$ cat config.mk
export PLATFORM = sky130hd
export DESIGN_NAME = count_order_mod
export DESIGN_NICKNAME = d
export VERILOG_FILES = /design/src/rtl/count_order_mod.sv
export SDC_FILE = /design/constraint.sdc
export NUM_CORES = 1
export LEC_CHECK = 0
export ABC_AREA = 0
export BUFFER_PORTS_ARGS = -buffer_cell sky130_fd_sc_hd__buf_2
export CAP_MARGIN = 20
export CORE_MARGIN = 2
export CORE_UTILIZATION = 47
export CTS_CLUSTER_DIAMETER = 50
export DETAILED_ROUTE_END_ITERATION = 6
export PLACE_DENSITY = 0.75
export SKIP_LAST_GASP = 1
export SYNTH_ARGS = -nofsm -noshare
export SYNTH_HDL_FRONTEND = slang
export SYNTH_SLANG_ARGS = --single-unit
$ cat constraint.sdc
create_clock -name clk -period 2.2 [get_ports clk]
set_input_delay 0.11 -clock clk [delete_from_list [all_inputs] [get_ports clk]]
set_output_delay 0.11 -clock clk [all_outputs]
set_load 0.005 [all_outputs]
$ cat src/rtl/count_order_mod.sv
// count_order_mod: bidirectional mod/saturating counter with load; `define COUNT_STEP_EN adds a step-size input
module count_order_mod #(
    parameter int WIDTH = 8,
    parameter longint unsigned MOD_MAX = (64'd1 << WIDTH) - 64'd1,
    parameter longint unsigned RST_VAL = 64'd0
) (
    input  logic             clk,
    input  logic             rst,
    input  logic             en,
    input  logic             dir,
    input  logic             load,
    input  logic [WIDTH-1:0] vi,
`ifdef COUNT_STEP_EN
    input  logic [WIDTH-1:0] step,
`endif
    input  logic             mode,
    output logic [WIDTH-1:0] out,
    output logic             tc,
    output logic             wrap
);
    localparam logic [WIDTH:0]   maxv = MOD_MAX[WIDTH:0];
    localparam logic [WIDTH-1:0] rstv = RST_VAL[WIDTH-1:0];
    logic [WIDTH:0]   cur, stp, vin, up_sum;
    logic             up_ovf, dn_und;
    logic [WIDTH-1:0] up_v, dn_v, ld_v, nxt;
    logic             nwrap;
    assign cur = {1'b0, out};
    assign vin = {1'b0, vi};
`ifdef COUNT_STEP_EN
    assign stp = {1'b0, step};
`else
    assign stp = (WIDTH+1)'(1);
`endif
    // all arithmetic is WIDTH+1 bits wide so out+step never aliases past 2^WIDTH
    assign up_sum = cur + stp;
    assign up_ovf = up_sum > maxv;
    assign dn_und = stp > cur;
    assign up_v   = up_ovf ? (mode ? maxv[WIDTH-1:0] : WIDTH'(up_sum - maxv - 1'b1)) : WIDTH'(up_sum);
    assign dn_v   = dn_und ? (mode ? '0 : WIDTH'(cur + maxv + 1'b1 - stp)) : WIDTH'(cur - stp);
    assign ld_v   = vin > maxv ? maxv[WIDTH-1:0] : vi;
    always_comb begin
        nxt   = load ? ld_v : en ? (dir ? up_v : dn_v) : out;
        nwrap = !load && en && !mode && (dir ? up_ovf : dn_und);
    end
    always_ff @(posedge clk) begin
        if (!rst) begin
            out  <= rstv;
            wrap <= 1'b0;
        end else begin
            out  <= nxt;
            wrap <= nwrap;
        end
    end
    assign tc = dir ? (cur == maxv) : (out == '0);
endmodule
==> impl_metrics.toml <==
[final_layout]
finalNonFillerCells = 191
fill_cells = 182
nNetsFinal = 183
layout_commonest_cell = "buf_2"
diodes = 0
final_cell_mix = "23 x buf_2, 14 x buf_4, 13 x o21ai_0"
drive_gt1_share_pct = 32.3
area_delta_synth_final_pct = 31.9

[clock_network]
cts_max_level = 1
clk_latency_ns = 0.27
cts_tree = "done"
clockBufferDepth = 2
numCtsBuffers = 3
clkSlewWorstSetupHoldPaths_ns = 0.06
post_cts_buffers = 0
root_buffer = "clkbuf_4"
cts.sinks = 9

[place]
dp_slack_ns = -0.114
hpwlAfterDp_um = 2250
portBuffers = 23
dp.cells = 187
gp_congestion = 0.998

[sta]
maxSlewViolCount = 0
fmax_mhz = 472
hold_violations = 0
max_slew.worst_pin.slew_ns = 0.453
finalCriticalPeriod_ns = 2.12
max_slew_margin_pct = 69.4
setup-tns-final_ns = 0
setup_ws_ns = 0.0820
finalCritPeriodShare_pct = 96.3
fin_skew_ns = 0.00373
finalSetupViolCount = 0
holdWs_ns = 0.0980
rsz0062_at_grt = "no"

[global_routing]
grt_pass1_wl_um = 5220
grt_use_total_pct = 27.0
grt_max_degree = 17
grt_pass1_vias = 1139
antenna_found_initial = 0
grt_overflow_total = 0

[pwr]
leakage_nw = 0.484
total_power_w = 0.000576
peakVddDrop_uv = 371
powerDensity_nw_per_um2 = 457

[detailed_routing]
drt-wirelength-per-cell_um = 16.9
ant_nets = 0
drt_iter0_drc = 49
vias_per_cell = 6.62
drc = 0
dr_total_vias = 1265
dr.pass1.iters = 4
routed_wl_um = 3240

[logic_synthesis]
syn_area_per_cell_um2 = 7.24
yosysUniqueCellTypes = 45
synth_async_sr_flop_share_pct = 0
seq_area_frac_synth_pct = 18.8
netlist_area_um2 = 956
synth-edff-count = 0
yosys-top-cells-area = "dfxtp_1 19%, o21ai_0 6.8%, ha_1 5.2%"
synth_fp_nets = 150
synth-seq-cells = 9
post-synth-top-area-fraction_pct = 18.8
synth_warnings = 0
yosysTopAreaCell = "dfxtp_1"
synth-main-ff-cell = "dfxtp_1"
syn-instance-count = 132

[worst_setup_path]
cp-end-kind = "flop"
timing.critical_path.arrival_ns = 2.30
required_ns = 2.38
path_class = "reg -> reg"
crit_path_max_fanout = 7
reg2reg_depth = 7
startpoint_type = "flop"

[floorplanning]
dieWidth_um = 49.1
num_rows = 16
fp.dieH_um = 49.1
dieArea_um2 = 2410
core_um2 = 1940
io-pin-count = 24
start_util_pct = 49.2

[hold_path]
holdPathStages = 3
hold_path_class = "in -> reg"

[flow_run]
cap_violations = 0

[run_status]
status = "completed"
[final cells by class]
type / instances / area [um^2] / area share, %
repair buffers: 37 / 220 / 17.5
well taps: 27 / 33.8 / 2.68
inverters: 10 / 40.0 / 3.17
flip-flops and latches: 9 / 185 / 14.7
multi-input cells: 104 / 756 / 59.9
clock buffers: 4 / 26.3 / 2.08
[worst paths after layout]
check / from / slack (ns) / end
max: out[0] / 0.08 / out[3]
min: vi[2] / 0.1 / out[2]
max reg2reg: out[0] / 0.08 / out[3]
min reg2reg: out[0] / 0.64 / out[0]
[sequential cells by signal, indices dropped and copies added (netlist names)]
signal	count
out	8
wrap	1
[power breakdown]
part           internal [W]  switching (W)  total, W
logic              0.000109       0.000129  0.000237
registers          0.000175      0.0000266  0.000202
clock network     0.0000703      0.0000668  0.000137
total              0.000354       0.000222  0.000576
[metal layers]
layer  routed length, um  share of wire [%]  GRT usage, %  up-vias
li1                    -                  -             -      586
met1                1290                 40          33.8      587
met2                1580                 49          45.7       81
met3                 275                8.5          3.99       11
met4                  83                2.6          11.4        0
met5                   0                  0             0        -
[repair_timing]
action	CTS	global route
resized for setup	4	10
hold buffers	0	0
setup endpoints to repair	5	5
pin swaps	1	5
[cell usage after synthesis (all sizes together), types with 2 or more instances]
library cell,n
o21ai,13
inv,10
dfxtp,9
nand3,8
a21oi,7
clkbuf,7
nand2,7
nor2,5
nor3,5
ha,4
nand4,4
a211oi,3
a221oi,3
a31oi,3
and3,3
o31ai,3
a22oi,2
a311oi,2
a41oi,2
buf,2
nand3b,2
nor3b,2
nor4,2
o2111ai,2
o211ai,2
o311ai,2
o31a,2
or3,2
[critical path, cell delays in order, from the launching register on]
cell,delay [ns]
dfxtp_4,0.38
inv_4,0.05
buf_4,0.14
ha_2,0.18
or3_4,0.39
a221oi_4,0.34
o2111ai_4,0.25
a311oi_1,0.30
[cells by family after synthesis]
family,after synthesis,share of synthesized area [%]
mux,2,2.23
flops,9,18.8
buf+inv,19,8.38
fa+ha+maj,4,5.24
compound gates,52,38.5
simple gates,45,25.9
xor+xnor,1,0.916
[per-stage QoR]
step	util, %	cell area (um^2)
global placement	60.1	1170
finish	64.9	1260
floorplan	-	956
detailed placement	60.1	1170
global route	64.9	1260
CTS	63.0	1220
No activity file was read; power rests on OpenSTA's default activity.
